===== src/rtl/hash_table_v3.sv =====
// rtl/hash_table_v3.sv - bucketed multi-match hash table with build overflow reporting
module hash_table_v3 #(
  parameter int ROW_BITS    = 3,
  parameter int SLOTS       = 4,
  parameter int TUPLE_BITS  = 64,
  parameter int KEY_BITS    = 32,
  parameter int SERIAL_BITS = 64
) (
  input  logic                    clk,
  input  logic                    resetn,
  input  logic                    in_valid_BUILD,
  output logic                    in_ready_BUILD,
  input  logic [TUPLE_BITS-1:0]   in_data_BUILD,
  input  logic [31:0]             in_hash_BUILD,
  input  logic                    in_last_processed_BUILD,
  input  logic                    in_valid_PROBE,
  output logic                    in_ready_PROBE,
  input  logic [TUPLE_BITS-1:0]   in_data_PROBE,
  input  logic [31:0]             in_hash_PROBE,
  input  logic [SERIAL_BITS-1:0]  in_serialnum,
  input  logic                    in_last_processed_PROBE,
  output logic                    out_valid,
  input  logic                    out_ready,
  output logic [2*TUPLE_BITS-1:0] out_data,
  output logic [SERIAL_BITS-1:0]  out_serialnum,
  output logic                    out_was_joined,
  output logic                    out_last_processed,
  output logic                    overflow,
  output logic [31:0]             overflow_count
);
  localparam int NUM_ROWS = 2**ROW_BITS;
  localparam int CNT_W    = $clog2(SLOTS+1);
  localparam int DATA_W   = SLOTS*TUPLE_BITS;
  localparam int ROW_W    = DATA_W + CNT_W;
  localparam int CLR_W    = ROW_BITS + 1;

  typedef enum logic [2:0] {CLEAR, B_IDLE, B_WR, P_IDLE, P_LOOK, P_EMIT, DONE} state_t;

  logic [ROW_W-1:0] mem [NUM_ROWS];
  logic [ROW_W-1:0] rdata_q;

  state_t                  state_q, state_d;
  logic [CLR_W-1:0]        clr_q, clr_d;
  logic [ROW_BITS-1:0]     row_q, row_d;
  logic [TUPLE_BITS-1:0]   tuple_q, tuple_d;
  logic [SERIAL_BITS-1:0]  serial_q, serial_d;
  logic [SLOTS-1:0]        mask_q, mask_d;
  logic                    out_valid_q, out_valid_d;
  logic [2*TUPLE_BITS-1:0] out_data_q, out_data_d;
  logic [SERIAL_BITS-1:0]  out_serial_q, out_serial_d;
  logic                    out_joined_q, out_joined_d;
  logic                    out_last_q, out_last_d;
  logic                    overflow_q, overflow_d;
  logic [31:0]             ovf_cnt_q, ovf_cnt_d;

  logic [ROW_BITS-1:0]     raddr, waddr;
  logic                    mem_we;
  logic [ROW_W-1:0]        wdata;
  logic [CNT_W-1:0]        rd_cnt;
  logic [SLOTS-1:0]        hit, sel, lowest;
  logic [TUPLE_BITS-1:0]   pick_tuple;
  logic                    unused_hash_bits;

  assign unused_hash_bits = ^{in_hash_BUILD[31:ROW_BITS], in_hash_PROBE[31:ROW_BITS]};
  assign rd_cnt = rdata_q[ROW_W-1 -: CNT_W];

  // Read address follows the input hash while idle so row data is ready the cycle after accept
  always_comb begin
    raddr = row_q;
    if (state_q == B_IDLE) raddr = in_hash_BUILD[ROW_BITS-1:0];
    if (state_q == P_IDLE) raddr = in_hash_PROBE[ROW_BITS-1:0];
  end

  always_comb begin
    hit = '0;
    for (int i = 0; i < SLOTS; i++)
      hit[i] = (CNT_W'(i) < rd_cnt) &&
               (rdata_q[i*TUPLE_BITS +: KEY_BITS] == tuple_q[KEY_BITS-1:0]);
  end

  always_comb begin
    sel        = (state_q == P_LOOK) ? hit : mask_q;
    lowest     = sel & (~sel + SLOTS'(1));
    pick_tuple = '0;
    for (int i = 0; i < SLOTS; i++)
      if (lowest[i]) pick_tuple = pick_tuple | rdata_q[i*TUPLE_BITS +: TUPLE_BITS];
  end

  always_comb begin
    mem_we = 1'b0;
    waddr  = row_q;
    wdata  = rdata_q;
    if (state_q == CLEAR) begin
      mem_we = (clr_q < CLR_W'(NUM_ROWS));
      waddr  = clr_q[ROW_BITS-1:0];
      wdata  = '0;
    end else if (state_q == B_WR) begin
      mem_we = (rd_cnt < CNT_W'(SLOTS));
      for (int i = 0; i < SLOTS; i++)
        if (CNT_W'(i) == rd_cnt) wdata[i*TUPLE_BITS +: TUPLE_BITS] = tuple_q;
      wdata[ROW_W-1 -: CNT_W] = rd_cnt + CNT_W'(1);
    end
  end

  always_ff @(posedge clk) begin
    if (mem_we) mem[waddr] <= wdata;
    rdata_q <= mem[raddr];
  end

  always_comb begin
    state_d      = state_q;
    clr_d        = clr_q;
    row_d        = row_q;
    tuple_d      = tuple_q;
    serial_d     = serial_q;
    mask_d       = mask_q;
    out_valid_d  = out_valid_q;
    out_data_d   = out_data_q;
    out_serial_d = out_serial_q;
    out_joined_d = out_joined_q;
    out_last_d   = (state_q == DONE);
    overflow_d   = overflow_q;
    ovf_cnt_d    = ovf_cnt_q;
    case (state_q)
      CLEAR: begin
        if (clr_q == CLR_W'(NUM_ROWS)) state_d = B_IDLE;
        else                           clr_d   = clr_q + CLR_W'(1);
      end
      B_IDLE: begin
        if (in_valid_BUILD) begin
          tuple_d = in_data_BUILD;
          row_d   = in_hash_BUILD[ROW_BITS-1:0];
          state_d = B_WR;
        end else if (in_last_processed_BUILD) begin
          state_d = P_IDLE;
        end
      end
      B_WR: begin
        if (rd_cnt >= CNT_W'(SLOTS)) begin
          overflow_d = 1'b1;
          if (ovf_cnt_q != 32'hFFFF_FFFF) ovf_cnt_d = ovf_cnt_q + 32'd1;
        end
        state_d = B_IDLE;
      end
      P_IDLE: begin
        if (in_valid_PROBE) begin
          tuple_d  = in_data_PROBE;
          serial_d = in_serialnum;
          row_d    = in_hash_PROBE[ROW_BITS-1:0];
          state_d  = P_LOOK;
        end else if (in_last_processed_PROBE) begin
          state_d = DONE;
        end
      end
      P_LOOK: begin
        out_valid_d  = 1'b1;
        out_serial_d = serial_q;
        out_joined_d = |hit;
        out_data_d   = {pick_tuple, tuple_q};
        mask_d       = hit & ~lowest;
        state_d      = P_EMIT;
      end
      P_EMIT: begin
        if (out_ready) begin
          if (|mask_q) begin
            out_data_d = {pick_tuple, tuple_q};
            mask_d     = mask_q & ~lowest;
          end else begin
            out_valid_d = 1'b0;
            state_d     = P_IDLE;
          end
        end
      end
      default: ;
    endcase
  end

  always_ff @(posedge clk or negedge resetn) begin
    if (!resetn) begin
      state_q      <= CLEAR;
      clr_q        <= '0;
      row_q        <= '0;
      tuple_q      <= '0;
      serial_q     <= '0;
      mask_q       <= '0;
      out_valid_q  <= 1'b0;
      out_data_q   <= '0;
      out_serial_q <= '0;
      out_joined_q <= 1'b0;
      out_last_q   <= 1'b0;
      overflow_q   <= 1'b0;
      ovf_cnt_q    <= '0;
    end else begin
      state_q      <= state_d;
      clr_q        <= clr_d;
      row_q        <= row_d;
      tuple_q      <= tuple_d;
      serial_q     <= serial_d;
      mask_q       <= mask_d;
      out_valid_q  <= out_valid_d;
      out_data_q   <= out_data_d;
      out_serial_q <= out_serial_d;
      out_joined_q <= out_joined_d;
      out_last_q   <= out_last_d;
      overflow_q   <= overflow_d;
      ovf_cnt_q    <= ovf_cnt_d;
    end
  end

  assign in_ready_BUILD     = (state_q == B_IDLE);
  assign in_ready_PROBE     = (state_q == P_IDLE);
  assign out_valid          = out_valid_q;
  assign out_data           = out_data_q;
  assign out_serialnum      = out_serial_q;
  assign out_was_joined     = out_joined_q;
  assign out_last_processed = out_last_q;
  assign overflow           = overflow_q;
  assign overflow_count     = ovf_cnt_q;
endmodule


===== config.mk =====
export PLATFORM = sky130hd
export DESIGN_NAME = hash_table_v3
export DESIGN_NICKNAME = d
export VERILOG_FILES = /design/src/rtl/hash_table_v3.sv
export SDC_FILE = /design/constraint.sdc
export NUM_CORES = 2
export LEC_CHECK = 0
export ABC_AREA = 1
export ABC_CLOCK_PERIOD_IN_PS = 14300
export BUFFER_PORTS_ARGS = -buffer_cell sky130_fd_sc_hd__buf_2
export CAP_MARGIN = 10
export CORE_MARGIN = 2
export CORE_UTILIZATION = 50
export DETAILED_ROUTE_END_ITERATION = 10
export HOLD_SLACK_MARGIN = 0.1
export PLACE_DENSITY = 0.67
export SLEW_MARGIN = 20
export SYNTH_ARGS = -nofsm -noshare
export SYNTH_HDL_FRONTEND = slang
export SYNTH_SLANG_ARGS = --single-unit

===== constraint.sdc =====
create_clock -name clk -period 14.3 [get_ports clk]
set_input_delay 2.145 -clock clk [delete_from_list [all_inputs] [get_ports clk]]
set_output_delay 2.145 -clock clk [all_outputs]
set_load 0.05 [all_outputs]

Yosys cells after proc, flatten, opt, wreduce, memory -nomap -nowiden
Memories as Yosys holds them, arrays and structs flattened. A register that Yosys moved wholly into a read port is not among the register bits.
Index checks and enable logic that the tools add are counted.
Cells by class
  $add $sub $neg: 4
  multipliers: 0
  div/mod/pow operators: 0
  order comparisons: 7
  equality and inequality tests: 23
  shifts and indexed selects: 0
  mux-type cells: 41
  bitwise logic cells: 9
  reduce and logical (&&, ||, !) cells: 19
Operator list (number)
  $mux W64: 10
  $mux W259: 2
  $mux W128: 2
  $pmux W128 S2: 1
  $or A64 B64 Y64: 3
  $eq A32 B32 Y1: 4
  $pmux W64 S2: 1
  $mux W3: 12
  $add A32 B1 Y32 const B: 1
  $ne A32 B32 Y1 const B: 1
  $pmux W3 S6: 1
  $and A4 B4 Y4: 3
  $mux W4: 3
  $reduce_and A3 Y1: 4
  $ne A2 B2 Y1 const B: 5
  $eq A3 B3 Y1 const B: 3
  $add A4 B1 Y4 const B: 2
  $not A4 Y4: 2
  $pmux W4 S2: 1
  $reduce_or A4 Y1: 2
  $eq A2 B3 Y1 const A: 2
  $eq A3 B2 Y1 const B: 2
  $logic_not A3 Y1: 2
  $lt A1 B3 Y1 const A: 2
  19 further kinds: 32
Word-level totals
  register bits after elaboration: 370
  latch bits: 0
  memory bits (writable): 2072
  bits in read-only memories: 0
  bits of input ports: 263
  output and inout port bits: 230
  word-level logic and storage cells: 117
  memories: 1
Memory list
  mem: depth 8, bits a word 259, read ports 1, clocked after memory_dff 1, wr ports 1, line 39  | logic [ROW_W-1:0] mem [NUM_ROWS];

Logic depth before layout (Yosys ltp)
  depth in word-level cells: 16
  mapped depth: 20
  mapped depth without buffers: 17

Worst setup path before layout
Ideal clock, no wire load.
  path kind: flip-flop to flip-flop
  start: register state_q[0]
  end: memory mem[0][0] (netlist name), enable pin
  library setup time: 0.884 ns
  arrival: 12.209 ns
  data required time: 13.416 ns
  setup slack: 1.207 ns
  cell stages (with the launch flop): 9
  path buffers: 1
  clock period less this slack: 13.093 ns
  cells stage by stage: dfrtp_1 nor2_1 inv_2 nor2_1 inv_1 clkbuf_1 o21ai_0 nand2_1 nor2_1
On the way
  cells in the longest elaborated chain, start to end: 5
  elaborated cells between the ends (all ways): 7
  those cells by class: eq/ne (1); mux (5); reduce/logical (1)
Ends and longest elaborated chain
  start, declared: line 42  | state_t state_q, state_d;
  start signal, assigned: line 194  | state_q <= state_d;
  $eq A3 B2 Y1: line 97  | end else if (state_q == B_WR) begin
  $mux W1: line 97
  $mux W1: line 93  | if (state_q == CLEAR) begin
  $mux W1: line 106  | if (mem_we) mem[waddr] <= wdata;
  $mux W1 (not written as such): line 106
  end, declared: line 39
Several ways; a longest one is shown, not always the timed one.

Worst setup path after layout
  start: input in_hash_PROBE[0]
  end: register rdata_q[137], read port of mem
On the way
  cells in the longest elaborated chain, start to end: 1
Ends and longest elaborated chain
  start, declared: line 19  | input logic [31:0] in_hash_PROBE,
  $mux W3: line 71  | if (state_q == P_IDLE) raddr = in_hash_PROBE[ROW_BITS-1:0];
  end, declared: line 40  | logic [ROW_W-1:0] rdata_q;
No other way between the ends.
A chain may end at the register's enable or synchronous reset.

==> metrics <==
outcome=completed; part of the power in combinational logic=0.059; Sequential Power Share=0.519; Initial DRC Count=9001; largest net degree at the start of global routing=228; reg-to-reg startpoint=tuple_q[22]; beginning of the worst hold path=overflow; post-synthesis sequential area ratio=0.7102; via density per instance=5.849; routed len/inst=23.79 um; placed instance count=12387; Hold-fix buffers, CTS=0; root buffer cell=clkbuf_16; first-pass GRT wire length=451200 um; Die Y=468.6 um; MaxCap Viol Count=0; Max VDD drop=0.1423 mV; clock buffer count from CTS=291; met3 usage=0.06281; Pre-Repair DR Iteration Count=6; worst path buffer plus inverter count=4; clock power share=0.422; Total Neg Setup Slack=0 ns; share of layout cells above drive strength 1=0.1037; GRT overflow=0; gr usage total=0.2740; RSZ-0062 raised after global routing=false; die width=468.6 um; CP cell instances=buf_2, nand2_1, nand3_4, inv_8, buf_4, buf_4, o21ai_0, o22ai_1, nor2_1, a31oi_1; reg2reg setup slack=8.66 ns; Layout Nets=10112; worst skew pair latency=0.95 ns; row count=170; TritonCTS clock tree=built; Max Clk Rate=175.2 MHz; Leak=45.77 nW; Top Family by Delay on Critical Path=buffers and inverters; buffers added on ports=434; initial antenna violation count=14; Yosys warning count=0; Worst EP required=15.15 ns; core area=214600 sq um; met1 Use GR=0.3770; WHS Endpoint=overflow; fin crit period=5.708 ns; post-route insts no fill=12908; clock sink total=2701; most frequent cells in the layout=2187 x nor2_1, 2072 x edfxtp_1, 1109 x o21ai_0; Top Ports=493; Max FO, Critical Path=146; Pwr per Cell Area=139.5 nW/um^2; Worst-path clk slew=0.06 ns; worst hold path stage count=1; Cells after Synth=9635; Critical-path top delay cell=buf_4; post-detail-place hpwl=171600 um; Mapped Avg Cell Area=11.20 sq um; DRC violations left=0; Mapped Area=107900 sq um; Psw=3.811 mW; Clock Skew=0.08180 ns; syn_nets=9904; GRT Max-Usage Layer=met2; gpl congestion=0.9679; Worst-Margin Slew=1.157 ns; Final Hold Viols=0; reg-to-reg endpoint=out_data[120]; post-CTS sizing=0; Sw Ratio=0.2254; Pint=13.09 mW; Cell variety after synth=44; slowest stage delay, CP=0.96 ns; worst-case reg-to-reg path depth=18; max_slew headroom=0.2284; number of global-route vias before repair=71491; Vias=75500; area grow syn2layout=12.23%; final setup fails=0; final count of pins violating max slew=0; Critical Path Start Type=primary input; Max H-tree Level=5; period utilization=0.3992; Filler cells=17509; DRT Wirelength=307100 um; Post-DRT Antenna Nets=0; Die ar.=219600 sq um; Setup Fix Bufs, Post-CTS=0; commonest non-fill, non-tap cell in the layout=nor2_1; GR Layer Usage met2=0.4162; CP arrival=6.56 ns; critical path type=in -> reg; initial core utilization=0.5030; flops & latches, synth=2701; Worst path most repeated cell=buf_4; Hold Path Class=reg -> reg; CP endpoint kind=flip-flop; worst-case clock buffer depth=4; Tot Pwr=16.91 mW
[how the worst max path moves through the flow]
stage / start / to / slack [ns] / depth (start not counted)
finish: in_hash_PROBE[0] / rdata_q[137] / 8.59 / 10
global route: in_hash_PROBE[0] / rdata_q[66] / 8.34 / 10
CTS: in_hash_PROBE[0] / rdata_q[12] / 8.74 / 10
detailed placement: in_hash_PROBE[0] / rdata_q[137] / 7.77 / 10
global placement: in_hash_PROBE[0] / rdata_q[136] / 7.87 / 11
floorplan: state_q[0] / mem[0][0] / 1.21 / 8
[synth_stat cells (all sizes together)]
cell,instances,share of area
edfxtp,2072,0.58
nor3b,3,0.00021
nor2,2199,0.077
a31oi,325,0.019
xor2,32,0.0026
inv,466,0.016
o22a,1,0.000081
or2,67,0.0039
o22ai,262,0.015
nand3b,5,0.00035
nand4,29,0.0017
o2111ai,2,0.00016
clkbuf,349,0.012
nand3,228,0.011
nor3,23,0.0012
a211oi,2,0.00014
nor4,4,0.00023
nand2,810,0.028
o2111a,1,0.00010
and3,1,0.000058
buf,290,0.014
nor2b,1,0.000058
xnor2,40,0.0032
dfxtp,259,0.048
ha,6,0.00070
clkinv,1,0.000035
a21oi,329,0.015
o21ai,1456,0.068
o221ai,2,0.00038
dfrtp,370,0.086
[kinds of logic (layout without fill, tap and decap cells)]
| group | count (synthesis) | after routing | share of synthesized area |
|---|---|---|---|
| AO/OA/AOI/OAI | 2380 | 2380 | 0.1176 |
| XOR/XNOR | 72 | 72 | 0.005842 |
| adder cells (fa/ha/maj) | 6 | 6 | 0.0006954 |
| buffers and inverters | 1106 | 1531 | 0.04248 |
| flip-flops | 2701 | 2701 | 0.7102 |
| other | 0 | 10 | 0 |
| AND/OR/NAND/NOR | 3370 | 3370 | 0.1231 |
[stage by stage]
stage | hold slack (ns) | setup WS (ns) | cell area [sq um] | utilization
3_5_place_dp | 0.4457 | 7.775 | 112100 | 0.5224
3_3_place_gp | 0.4477 | 7.872 | 112100 | 0.5224
5_1_grt | 0.4823 | 8.339 | 121100 | 0.5644
6_report | 0.4582 | 8.592 | 121100 | 0.5645
2_1_floorplan | 0.4586 | 1.207 | 107900 | -
4_1_cts | 0.4598 | 8.744 | 121100 | 0.5643
[power groups by stage]
| stage | Clock (mW) | Combinational [mW] | Sequential (mW) |
|---|---|---|---|
| floorplan | 0 | 0.643 | 8.86 |
| global placement | 0 | 0.934 | 8.93 |
| detailed placement | 0 | 0.966 | 8.93 |
| CTS | 7.21 | 0.973 | 8.76 |
| global route | 7.51 | 1.10 | 8.77 |
| finish | 7.14 | 0.995 | 8.77 |
[sequential cells by signal, summed over array words and instances (netlist names), 4 cells and up]
| signal | cells |
|---|---|
| clr_q | 4 |
| mask_q | 4 |
| mem | 2072 |
| out_data | 128 |
| out_serialnum | 64 |
| overflow_count | 32 |
| rdata_q | 259 |
| serial_q | 64 |
| tuple_q | 64 |
[cell type report]
cell class / instances / area [sq um] / share of cell area
Timing Repair Buffer: 554 / 3266 / 0.02696
Inverter: 467 / 1784 / 0.01473
Tap cell: 2838 / 3551 / 0.02931
Clock inverter: 88 / 669.4 / 0.005525
Clock buffer: 422 / 8315 / 0.06864
Antenna cell: 10 / 25.02 / 0.0002066
Multi-Input combinational cell: 5828 / 26870 / 0.2218
Sequential cell: 2701 / 76660 / 0.6328
[per-layer routing]
metal | vias to the layer above | part of all wire
met5 | - | 0.000042
met1 | 36882 | 0.40
met3 | 640 | 0.11
met2 | 3923 | 0.45
met4 | 2 | 0.047
li1 | 34053 | -
No activity file was read; power rests on OpenSTA's default activity.
